==> src/rtl/idma_xif_pkg.sv <==
// Shared types for the iDMA Xif decoder and its execution stage.
package idma_xif_pkg;

  localparam int unsigned AddrWidth = 32;
  localparam int unsigned DataWidth = 32;
  localparam int unsigned LenWidth  = 32;

  typedef enum logic [2:0] {
    CFG_SRC    = 3'd0,
    CFG_DST    = 3'd1,
    CFG_LEN    = 3'd2,
    CFG_STRIDE = 3'd3,
    CFG_REPS   = 3'd4,
    START      = 3'd5,
    STATUS     = 3'd6
  } idma_xif_op_e;

  typedef struct packed {
    logic [AddrWidth-1:0] src;
    logic [AddrWidth-1:0] dst;
    logic [LenWidth-1:0]  len;
    logic [AddrWidth-1:0] src_stride;
    logic [AddrWidth-1:0] dst_stride;
    logic [LenWidth-1:0]  reps;
    logic                 dir;
  } idma_xif_req_t;

  // Next transfer ID of a width-bit counter; 0 is reserved, so the
  // all-ones value wraps to 1.
  function automatic logic [31:0] tf_id_next(input logic [31:0] id, input int unsigned width);
    logic [31:0] max_id;
    max_id = (32'd1 << width) - 32'd1;
    return (id >= max_id) ? 32'd1 : id + 32'd1;
  endfunction

endpackage

==> src/rtl/idma_xif_tf_tracker.sv <==
// Tracks issued and completed transfer IDs and the number in flight.
module idma_xif_tf_tracker import idma_xif_pkg::*; #(
  parameter int unsigned TfIdWidth      = 8,
  parameter int unsigned MaxOutstanding = 4
) (
  input  logic                 clk_i,
  input  logic                 rst_i,
  input  logic                 issue_i,
  input  logic                 done_i,
  output logic [TfIdWidth-1:0] next_id_o,
  output logic [TfIdWidth-1:0] done_id_o,
  output logic                 can_issue_o,
  output logic                 busy_o
);

  localparam int unsigned CntWidth = $clog2(MaxOutstanding + 1);

  logic [TfIdWidth-1:0] next_id_q, next_id_d;
  logic [TfIdWidth-1:0] done_id_q, done_id_d;
  logic [CntWidth-1:0]  outstanding_q, outstanding_d;
  logic                 done_eff;

  // Counter next-state: a completion with nothing in flight is dropped.
  always_comb begin
    done_eff      = done_i && (outstanding_q != '0);
    next_id_d     = next_id_q;
    done_id_d     = done_id_q;
    outstanding_d = outstanding_q;
    if (issue_i) next_id_d = TfIdWidth'(tf_id_next(32'(next_id_q), TfIdWidth));
    if (done_eff) done_id_d = TfIdWidth'(tf_id_next(32'(done_id_q), TfIdWidth));
    if (issue_i && !done_eff) outstanding_d = outstanding_q + CntWidth'(1);
    else if (!issue_i && done_eff) outstanding_d = outstanding_q - CntWidth'(1);
  end

  // Counter registers with synchronous reset.
  always_ff @(posedge clk_i) begin
    // NOTE: state registers use non-blocking assignments so every flop
    // samples pre-edge values regardless of statement order.
    if (rst_i) begin
      next_id_q     <= TfIdWidth'(1);
      done_id_q     <= '0;
      outstanding_q <= '0;
    end else begin
      next_id_q     <= next_id_d;
      done_id_q     <= done_id_d;
      outstanding_q <= outstanding_d;
    end
  end

  assign next_id_o   = next_id_q;
  assign done_id_o   = done_id_q;
  assign can_issue_o = outstanding_q < CntWidth'(MaxOutstanding);
  assign busy_o      = outstanding_q != '0;

  // A completion with nothing in flight means the frontend and tracker disagree.
  assert property (@(posedge clk_i) disable iff (rst_i) !(done_i && outstanding_q == '0))
    else $error("done_i received with no outstanding transfer");

endmodule

==> src/rtl/idma_xif_ctrl.sv <==
// iDMA Xif execution stage: holds transfer config, issues 2D requests,
// and answers START/STATUS instructions with transfer IDs.
module idma_xif_ctrl import idma_xif_pkg::*; #(
  parameter int unsigned TfIdWidth      = 8,
  parameter int unsigned MaxOutstanding = 4
) (
  input  logic                 clk_i,
  input  logic                 rst_i,
  input  logic                 cmd_valid_i,
  output logic                 cmd_ready_o,
  input  idma_xif_op_e         cmd_op_i,
  input  logic                 cmd_dir_i,
  input  logic [DataWidth-1:0] cmd_rs1_i,
  input  logic [DataWidth-1:0] cmd_rs2_i,
  input  logic [3:0]           cmd_id_i,
  output logic                 res_valid_o,
  input  logic                 res_ready_i,
  output logic [DataWidth-1:0] res_data_o,
  output logic [3:0]           res_id_o,
  output logic                 req_valid_o,
  input  logic                 req_ready_i,
  output idma_xif_req_t        req_o,
  input  logic                 done_i,
  output logic                 busy_o
);

  typedef enum logic [1:0] {IDLE, ISSUE, RESP} state_e;

  localparam idma_xif_req_t CfgRst = '{
    src: '0, dst: '0, len: '0, src_stride: '0, dst_stride: '0,
    reps: LenWidth'(1), dir: 1'b0
  };

  state_e               state_q, state_d;
  idma_xif_req_t        cfg_q, cfg_d;
  idma_xif_req_t        req_q, req_d;
  logic [DataWidth-1:0] res_data_q, res_data_d;
  logic [3:0]           res_id_q, res_id_d;
  logic                 issue;
  logic                 can_issue;
  logic [TfIdWidth-1:0] next_id, done_id;

  idma_xif_tf_tracker #(
    .TfIdWidth     (TfIdWidth),
    .MaxOutstanding(MaxOutstanding)
  ) i_tracker (
    .clk_i      (clk_i),
    .rst_i      (rst_i),
    .issue_i    (issue),
    .done_i     (done_i),
    .next_id_o  (next_id),
    .done_id_o  (done_id),
    .can_issue_o(can_issue),
    .busy_o     (busy_o)
  );

  // FSM next-state, config writes and handshake outputs.
  always_comb begin
    // NOTE: every output gets a default first so no path leaves it
    // unassigned and infers a latch.
    state_d     = state_q;
    cfg_d       = cfg_q;
    req_d       = req_q;
    res_data_d  = res_data_q;
    res_id_d    = res_id_q;
    cmd_ready_o = 1'b0;
    req_valid_o = 1'b0;
    res_valid_o = 1'b0;
    issue       = 1'b0;
    case (state_q)
      IDLE: begin
        cmd_ready_o = !rst_i && ((cmd_op_i != START) || can_issue);
        if (cmd_valid_i && cmd_ready_o) begin
          case (cmd_op_i)
            CFG_SRC: cfg_d.src = AddrWidth'(cmd_rs1_i);
            CFG_DST: cfg_d.dst = AddrWidth'(cmd_rs1_i);
            CFG_LEN: cfg_d.len = LenWidth'(cmd_rs1_i);
            CFG_STRIDE: begin
              cfg_d.src_stride = AddrWidth'(cmd_rs1_i);
              cfg_d.dst_stride = AddrWidth'(cmd_rs2_i);
            end
            CFG_REPS: cfg_d.reps = (cmd_rs1_i == '0) ? LenWidth'(1) : LenWidth'(cmd_rs1_i);
            START: begin
              req_d     = cfg_q;
              req_d.dir = cmd_dir_i;
              res_id_d  = cmd_id_i;
              state_d   = ISSUE;
            end
            STATUS: begin
              res_data_d = DataWidth'(done_id);
              res_id_d   = cmd_id_i;
              state_d    = RESP;
            end
            default: ;
          endcase
        end
      end
      ISSUE: begin
        req_valid_o = 1'b1;
        if (req_ready_i) begin
          issue      = 1'b1;
          res_data_d = DataWidth'(next_id);
          state_d    = RESP;
        end
      end
      RESP: begin
        res_valid_o = 1'b1;
        if (res_ready_i) state_d = IDLE;
      end
      default: state_d = IDLE;
    endcase
  end

  // State, configuration and result registers.
  always_ff @(posedge clk_i) begin
    if (rst_i) begin
      state_q    <= IDLE;
      cfg_q      <= CfgRst;
      req_q      <= '0;
      res_data_q <= '0;
      res_id_q   <= '0;
    end else begin
      state_q    <= state_d;
      cfg_q      <= cfg_d;
      req_q      <= req_d;
      res_data_q <= res_data_d;
      res_id_q   <= res_id_d;
    end
  end

  assign req_o      = req_q;
  assign res_data_o = res_data_q;
  assign res_id_o   = res_id_q;

endmodule

==> config.mk <==
export PLATFORM = sky130hd
export DESIGN_NAME = idma_xif_ctrl
export DESIGN_NICKNAME = d
export VERILOG_FILES = /design/src/rtl/idma_xif_pkg.sv /design/src/rtl/idma_xif_tf_tracker.sv /design/src/rtl/idma_xif_ctrl.sv
export SDC_FILE = /design/constraint.sdc
export NUM_CORES = 1
export LEC_CHECK = 0
export CORE_UTILIZATION = 35
export CTS_BUF_LIST = sky130_fd_sc_hd__clkbuf_4 sky130_fd_sc_hd__clkbuf_8
export CTS_CLUSTER_SIZE = 25
export DETAILED_ROUTE_END_ITERATION = 10
export GPL_TIMING_DRIVEN = 0
export HOLD_SLACK_MARGIN = 0.06
export PLACE_DENSITY = 0.69
export SLEW_MARGIN = 30
export SYNTH_ARGS = -nofsm -noshare
export SYNTH_HDL_FRONTEND = slang
export SYNTH_HIERARCHICAL = 1
export SYNTH_SLANG_ARGS = --single-unit
==> constraint.sdc <==
create_clock -name clk_i -period 3.4 [get_ports clk_i]
set_clock_uncertainty 0.05 [all_clocks]
set_input_delay 0.51 -clock clk_i [delete_from_list [all_inputs] [get_ports clk_i]]
set_output_delay 0.51 -clock clk_i [all_outputs]
set_load 0.01 [all_outputs]
Word-level counts from Yosys, hierarchy flattened
Cells that the tools add are included.
{"block": "classes", "n_addsub": 4, "order_cmp": 3, "eq_ne": 14, "n_mux": 19, "n_reduce_logical": 25}
{"op": "two-way mux 32 bit", "n": 4}
{"op": "case mux 32 bit (2 select lines)", "n": 1}
{"op": "logical NOT 32 bit", "n": 1}
{"op": "AND reduction 3 bit", "n": 7}
{"op": "adder 8 x 1 -> 8 bit (second input constant)", "n": 2}
{"op": ">= comparator 8 bit (second input constant)", "n": 2}
{"op": "two-way mux 8 bit", "n": 2}
{"op": "== test 3 bit (second input constant)", "n": 3}
{"op": "AND reduction 4 bit", "n": 2}
{"op": "== test 3 x 2 -> 1 bit (second input constant)", "n": 2}
{"op": "two-way mux 2 bit", "n": 3}
{"op": "two-way mux 3 bit", "n": 2}
{"op": "inequality test 2 bit (second input constant)", "n": 3}
{"op": "case mux 2 bit (3 select lines)", "n": 1}
{"op": "logical AND 1 bit", "n": 5}
{"op": "two-way mux 1 bit", "n": 5}
{"op": "case mux 2 bit (2 select lines)", "n": 1}
{"op": "nonzero test 2 bit", "n": 2}
{"op": "adder 3 x 1 -> 3 bit (second input constant)", "n": 1}
{"op": "== test 3 x 1 -> 1 bit (second input constant)", "n": 1}
{"op": "logical NOT 1 bit", "n": 3}
{"op": "logical NOT 3 bit", "n": 1}
{"op": "less-than comparator 3 bit (second input constant)", "n": 1}
{"op": "inequality test 3 x 1 -> 1 bit (second input constant)", "n": 1}
{"op": "other kinds (9)", "n": 9}
{"block": "totals", "register_bits": 442, "input_bits": 78, "output_inout_bits": 233, "elab_cells": 84}

Logic depth before layout (Yosys ltp)
Gate-level depths: netlist of the first run.
{"block": "depth", "depth_word": 6, "depth_mapped": 10, "depth_no_buf": 8}

Hierarchy
Netlist of the first run, hierarchy kept.
{"mod": "idma_xif_ctrl", "instances": 1, "cells_each": 1800, "area_per_inst_um2": 14262.4, "seq_area_each_um2": 7987.7}
{"mod": "idma_xif_tf_tracker", "instances": 1, "cells_each": 93, "area_per_inst_um2": 879.6, "seq_area_each_um2": 380.4}

Worst setup path before layout of the first run
OpenSTA, ideal clock, no wires.
{"block": "synth_path", "path_type": "register -> register", "start": "register state_q[0]", "end": "register i_tracker.outstanding_q[2]", "setup_ps": 71, "arrival_ps": 2547, "required_time_ps": 3279, "slack_ps": 732, "stages_incl_launch_ff": 11, "n_path_buf": 2, "synth_period_minus_slack_ps": 2668, "path_cell_list": "dfxtp_1 > buf_2 > clkbuf_1 > nor2b_1 > and2_1 > ha_1 > inv_1 > fa_1 > xor2_1 > or3_2 > a21oi_1"}
{"block": "synth_via", "elab_chain_len": 5, "elab_cells_between_ends": 7, "cone_classes": "1 x eq/ne; 2 x mux; 4 x reduce/logical"}
{"item": "start: declaration", "line": "idma_xif_ctrl.sv:34", "rtl": "state_e state_q, state_d;"}
{"item": "start signal: assignment", "line": "idma_xif_ctrl.sv:123", "rtl": "state_q <= state_d;"}
{"item": "== test 2 x 1 -> 1 bit *", "line": "idma_xif_ctrl.sv:70", "rtl": "case (state_q)"}
{"item": "two-way mux 1 bit *", "line": "idma_xif_ctrl.sv:70"}
{"item": "via issue", "line": "idma_xif_ctrl.sv:39", "rtl": "logic issue;"}
{"item": "logical NOT 1 bit", "line": "idma_xif_tf_tracker.sv:32", "rtl": "else if (!issue_i && done_eff) outstanding_d = outstanding_q - CntWidth'(1);"}
{"item": "logical AND 1 bit", "line": "idma_xif_tf_tracker.sv:32"}
{"item": "nonzero test 2 bit (no line)"}
{"item": "end signal: assignment", "line": "idma_xif_tf_tracker.sv:46", "rtl": "outstanding_q <= outstanding_d;"}
{"item": "end: declaration", "line": "idma_xif_tf_tracker.sv:20", "rtl": "logic [CntWidth-1:0] outstanding_q, outstanding_d;"}
The timed path passes the listed nets; every way through them passes the cells marked *.
A chain may end at the register's enable or synchronous reset.

Worst setup path in the final report of the first run
{"block": "layout_path", "start": "input rst_i", "end": "output cmd_ready_o"}
{"block": "layout_via", "elab_chain_len": 3}
{"item": "start: declaration", "line": "idma_xif_ctrl.sv:8", "rtl": "input logic rst_i,"}
{"item": "logical NOT 1 bit", "line": "idma_xif_ctrl.sv:72", "rtl": "cmd_ready_o = !rst_i && ((cmd_op_i != START) || can_issue);"}
{"item": "logical AND 1 bit", "line": "idma_xif_ctrl.sv:72"}
{"item": "two-way mux 1 bit", "line": "idma_xif_ctrl.sv:70"}
{"item": "end: declaration", "line": "idma_xif_ctrl.sv:10", "rtl": "output logic cmd_ready_o,"}
Every way passes these cells.

==> results of run 1 <==
[routing by layer]
layer,part of all wire,wire length [µm],GRT usage,vias to the layer above
met5,0,0,0,-
met4,0.025,1260,0.0803,0
met3,0.089,4460,0.0694,91
met2,0.46,23200,0.371,499
met1,0.42,21200,0.276,6489
li1,-,-,-,6873
[synthesized netlist by cell type (all sizes together) (4+ instances only)]
library cell | n | area, µm²
nand2 | 776 | 2910
dfxtp | 418 | 8370
a21oi | 395 | 1980
buf | 80 | 582
clkbuf | 80 | 302
nor2 | 23 | 86.3
or3 | 15 | 100
mux2i | 14 | 140
xor2 | 11 | 96.3
nor4 | 9 | 62.6
o21ai | 9 | 45.0
nand4 | 8 | 65.1
nand3 | 7 | 35.0
nor3 | 7 | 56.3
inv | 6 | 22.5
nor2b | 5 | 31.3
and3 | 4 | 25.0
xnor2 | 4 | 35.0
[area by class of cell]
cell class | instances | area (µm²)
fill | 4111 | 22000
buffer | 160 | 883
inverter | 7 | 27.5
antenna | 2 | 5.00
tap | 577 | 722
clock inverter | 16 | 180
sequential | 418 | 8370
timing repair buffer | 286 | 2860
clock buffer | 104 | 1310
multi-input combinational | 1331 | 5950
[state kept, by name (all words and copies together) (netlist names)]
register	count
cfg_q	192
i_tracker/done_id_o	8
i_tracker/next_id_o	8
i_tracker/outstanding_q	3
req_o	193
res_data_o	8
res_id_o	4
state_q	2
[stage by stage]
step	setup WS (ns)	power, mW
2_1_floorplan	0.732	5.47
3_3_place_gp	-0.0845	5.79
3_5_place_dp	-0.147	5.80
4_1_cts	0.302	10.6
5_1_grt	0.259	10.9
6_report	0.299	10.5
[worst paths after layout]
| path | startpoint | to | slack (ns) |
|---|---|---|---|
| setup / recovery | rst_i | cmd_ready_o | 0.30 |
| setup reg to reg | state_q[0]$_SDFFE_PP0P_ | i_tracker/outstanding_q[2]$_SDFFE_PP0P_ | 0.52 |
| hold reg to reg | cfg_q[13]$_SDFFE_PP0P_ | req_o[13]$_SDFFE_PP0P_ | 0.39 |
| hold / removal | cfg_q[13]$_SDFFE_PP0P_ | req_o[13]$_SDFFE_PP0P_ | 0.39 |
[worst max-delay path, delay by kind of cell]
kind | cells | cell delay [ns]
compound gates | 1 | 0.15
buf+inv | 4 | 1.54
simple gates | 1 | 0.33
[kinds of logic (layout without fill, tap and decap cells)]
logic type	count (synthesis)	after routing	share of synthesized area
AND/OR/NAND/NOR	860	860	0.226
flip-flops	418	418	0.553
buffers and inverters	167	573	0.0602
AO/OA/AOI/OAI	414	414	0.140
XOR/XNOR	15	15	0.00868
other	1	26	0.000248
multiplexers	14	14	0.00925
adder cells (fa/ha/maj)	4	4	0.00380
[where the power goes]
| part | switching, mW | internal (mW) | leakage, nW | total [mW] |
|---|---|---|---|---|
| registers | 0.0491 | 4.96 | 3.37 | 5.01 |
| logic | 0.426 | 0.268 | 2.67 | 0.693 |
| clock network | 2.06 | 2.71 | 0.790 | 4.77 |
==> flow_summary_export.csv, run 1 <==
group,metric,value,unit
floorplanning,core_area,0.0423,mm²
layout,area_growth,34.1,%
grt,grt.total_usage,0.225,
layout,mostFrequentLayoutCells,"nand2_1 (776), dfxtp_1 (418), a21oi_1 (395), clkdlybuf4s50_1 (286), clkbuf_8 (85)",
synth,synth.cell_area,0.0151,mm²
place,place_area,0.0188,mm²
place,place_inst,2779,
synth,ys_seq_area_frac,0.553,
floorplanning,die_x,210,µm
place,place.gp.congestion,0.856,
critical_path,worst-setup-path-type,"primary input to primary output",
route,via_count,13952,
floorplanning,start_util,0.358,
critical_path,cp-end-kind,"primary output",
sta,maxSlewViolCount,0,
critical_path,worstPathRequired,2.84,ns
route,wl_per_cell,17.3,µm
critical_path,max_stage_delay,0.62,ns
clock_tree,post_cts_resized,0,
pwr,p_leak,6.83,nW
critical_path,cp-start-kind,"primary input",
sta,setup_violations,0,
clock_tree,htreeDepth,3,
critical_path,ff2ff_path_depth,10,
layout,fin_util,0.480,
hold_path,hold_depth,2,
floorplanning,die_h,210,µm
synth,ys_ff_latch,418,
synth,syn_inst,1893,
critical_path,crit_arrival,2.54,ns
clock_tree,cts_setup_buffers,0,
hold_path,hp-class,"flop to flop",
critical_path,path_common_cell,"clkdlybuf4s50_1",
flow_run,maxCapViolations,0,
sta,finalCriticalPeriod,3.10,ns
synth,synth-async-reset-ratio,0,
clock_tree,cts_tree,"built",
pwr,ir_worst_vdd,0.000281,V
floorplanning,die_area,0.0441,mm²
clock_tree,clockBufferDepth,3,
layout,fin_area,0.0203,mm²
floorplanning,rows,75,
grt,grt_overflow,0,
clock_tree,cts_buffers,71,
clock_tree,cts.sink_count,418,
synth,synth-edff-count,0,
sta,fmax,322,MHz
route,antenna_left,0,
grt,antenna_found_initial,2,
clock_tree,clkLatencyLatePin,0.63,ns
route,totalWireLength,50100,µm
layout,final_layout_size_suffix_gt1_frac,0.0922,
critical_path,path_max_fanout,9,
synth,syn_avg_cell_area,8.00,µm²
clock_tree,path_clk_slew,0.06,ns
route,drt_iter0_markers,826,
synth,yosys_warnings,6,
layout,fin_nets,2357,
clock_tree,hold_buffers,0,
sta,final.setup.tns,0,ns
sta,hold_slack,0.390,ns
clock_tree,cts-root-buf,"clkbuf_8",
grt,grt_pass1_wl,75600,µm
floorplanning,num_io_pins,311,
layout,finalNonFillerCells,2901,
route,drc,0,
synth,synth-main-ff-cell,"dfxtp_1",
grt,grt_pass1_vias,13605,
critical_path,cpMaxStageDelayCell,"clkdlybuf4s50_1",
sta,timing_hold_violations_final,0,
place,dp_hpwl,36200,µm
status,status,"finished, final reports clean",
route,vias_per_cell,4.81,
sta,rsz0062_at_grt,"false",
pwr,p_per_area,515,mW/mm²
synth,synthDistinctLibCells,44,
route,firstDrtPassIters,5,
sta,fin_crit_sh,0.912,
place,portBuffers,286,
layout,mostFrequentLayoutCell,"nand2_1",
sta,relSlewSlack,0.450,
critical_path,worstPathCellList,"clkdlybuf4s50_1 > clkbuf_1 > or3_1 > buf_4 > a31oi_1 > clkdlybuf4s50_1",
grt,grt_max_degree,11,
sta,worstMarginPinSlew,0.825,ns
(Power assumes the default switching activity.)
==> run 2: changes to the inputs <==
--- a/config.mk
+++ b/config.mk
@@ -5,13 +5,13 @@
 export SDC_FILE = /design/constraint.sdc
 export NUM_CORES = 1
 export LEC_CHECK = 0
-export CORE_UTILIZATION = 35
+export CORE_UTILIZATION = 25
 export CTS_BUF_LIST = sky130_fd_sc_hd__clkbuf_4 sky130_fd_sc_hd__clkbuf_8
 export CTS_CLUSTER_SIZE = 25
 export DETAILED_ROUTE_END_ITERATION = 10
 export GPL_TIMING_DRIVEN = 0
 export HOLD_SLACK_MARGIN = 0.06
-export PLACE_DENSITY = 0.69
+export PLACE_DENSITY = 0.56
 export SLEW_MARGIN = 30
 export SYNTH_ARGS = -nofsm -noshare
 export SYNTH_HDL_FRONTEND = slang
==> run 2 against run 1 <==
Count of clock-buffer cells in the layout is 8 higher. Design area up 1.8%. Via count decreased by 0.45%. Final cell count increased by 7.1%. Critical path type unchanged. Routed wire length increased by 9.7%. Setup slack got worse by 0.12 ns. Global-route usage decreased by 5.1 points. Die area is 40% higher. Fmax shrank 3.7%. Sequential cell count is the same. Register-to-register slack worse by 0.02 ns.
==> flow_summary_export.csv, run 2 (synthesized netlist as in run 1, its figures left out) <==
group,metric,value,unit
pwr,ir_worst_vdd,0.000240,V
critical_path,worstPathCellList,"clkdlybuf4s50_1 > clkbuf_1 > or3_1 > buf_4 > a31oi_1 > clkdlybuf4s50_1",
layout,finalNonFillerCells,3107,
sta,setup_violations,0,
critical_path,cp.buffers_inverters,4,
clock_tree,cts.sink_count,418,
status,status,"finished, final reports clean",
critical_path,path_max_fanout,9,
route,antenna_left,0,
clock_tree,clkLatencyLatePin,0.67,ns
grt,grt_max_degree,13,
critical_path,crit_arrival,2.66,ns
sta,relSlewSlack,0.335,
layout,mostFrequentLayoutCell,"nand2_1",
clock_tree,clockBufferDepth,3,
clock_tree,path_clk_slew,0.05,ns
route,totalWireLength,55000,µm
clock_tree,hold_buffers,0,
critical_path,cp-end-kind,"primary output",
place,dp_hpwl,40200,µm
layout,fin_nets,2363,
floorplanning,die_area,0.0616,mm²
route,wl_met3,4340,µm
sta,fin_crit_sh,0.947,
layout,register_area,0.00837,mm²
sta,worstMarginPinSlew,0.997,ns
pwr,p_leak,6.90,nW
floorplanning,die_x,248,µm
route,vias_per_cell,4.47,
route,drt_iter0_markers,609,
sta,maxSlewViolCount,0,
layout,area_growth,36.6,%
route,drt-met1-wl,22900,µm
floorplanning,rows,89,
place,place.gp.congestion,0.877,
clock_tree,post_cts_resized,0,
place,post-place-ws,-0.397,ns
grt,antenna_found_initial,3,
route,highest_layer,"met5",
sta,final.setup.tns,0,ns
sta,fmax,311,MHz
layout,largest_register_ffs,193,
pwr,p_per_area,523,mW/mm²
clock_tree,cts_setup_buffers,0,
layout,final_layout_size_suffix_gt1_frac,0.0961,
grt,grt.total_usage,0.174,
floorplanning,num_io_pins,311,
sta,finalCriticalPeriod,3.22,ns
hold_path,hp-class,"primary input to flop",
sta,rsz0062_at_grt,"false",
clock_tree,htreeDepth,3,
critical_path,ff2ff_setup_slack,0.50,ns
route,route.met2.wl,25800,µm
floorplanning,start_util,0.255,
sta,timing_hold_violations_final,0,
critical_path,max_stage_delay,0.60,ns
critical_path,worstPathRequired,2.84,ns
critical_path,cpLargestDelayFamily,"buffers and inverters",
clock_tree,cts-root-buf,"clkbuf_8",
sta,setup_ws,0.181,ns
flow_run,maxCapViolations,0,
layout,mostFrequentLayoutCells,"nand2_1 (776), dfxtp_1 (418), a21oi_1 (395), clkdlybuf4s50_1 (286), clkbuf_8 (89)",
grt,grt_pass1_wl,79300,µm
route,drc,0,
place,portBuffers,286,
floorplanning,core_area,0.0595,mm²
layout,nFillCells,6228,
route,via_count,13889,
route,wl_per_cell,17.7,µm
place,place_inst,2975,
critical_path,worst-setup-path-type,"primary input to primary output",
critical_path,cp-start-kind,"primary input",
clock_tree,cts_buffers,77,
sta,hold_slack,0.356,ns
critical_path,path_common_cell,"clkdlybuf4s50_1",
grt,grt_pass1_vias,13493,
floorplanning,die_h,248,µm
grt,grt_overflow,0,
layout,multi_input_area,0.00595,mm²
route,firstDrtPassIters,5,
critical_path,cpMaxStageDelayCell,"clkdlybuf4s50_1",
clock_tree,cts_tree,"built",
run 2: cell count changes in the layout (fill, tap and decap cells not counted):
cell        delta
clkinv_4       +1
clkinvlp_4     -2
clkinv_8       +2
clkbuf_8       +4
clkbuf_4       +4
inv_8          +1
run 2: worst min-delay path, stage by stage:
cell and delay, ns:
clkdlybuf4s50_1 0.40, nand2_1 0.06, a21oi_1 0.05
run 2: cell type report:
cell class                      count  share of cell area
Clock inverter                     18              0.0105
Multi-Input combinational cell   1331               0.288
Clock buffer                      112              0.0676
Timing Repair Buffer              286               0.138
Antenna cell                        2            0.000242
Inverter                            7             0.00133
Tap cell                          773              0.0468
Sequential cell                   418               0.405
Buffer                            160              0.0427
run 2: final timing paths:
path / start / endpoint / cells after the start
hold / removal: cmd_rs2_i[31] / cfg_q[64]$_SDFFE_PP0P_ / 3
setup / recovery: rst_i / cmd_ready_o / 6
hold reg to reg: cfg_q[22]$_SDFFE_PP0P_ / req_o[22]$_SDFFE_PP0P_ / 2
setup reg to reg: state_q[0]$_SDFFE_PP0P_ / i_tracker/outstanding_q[2]$_SDFFE_PP0P_ / 10
run 2: per-layer routing:
layer  global-route usage  vias to the layer above
met5                    0                        -
met4               0.0768                        2
met3               0.0490                      108
met2                0.291                      458
met1                0.207                     6442
li1                     -                     6879
run 2: per-stage QoR:
stage	area [µm²]	util	power, mW
3_3_place_gp	19100	0.320	5.81
6_report	20700	0.348	10.8
5_1_grt	20700	0.348	11.2
3_5_place_dp	19100	0.320	5.83
2_1_floorplan	15200	-	5.47
4_1_cts	20700	0.348	11.0
run 2: power breakdown:
group          switching [mW]  internal, mW  total, mW  leakage (nW)
clock network            2.20          2.89       5.08         0.861
logic                   0.447         0.270      0.717          2.67
registers              0.0504          4.96       5.01          3.37
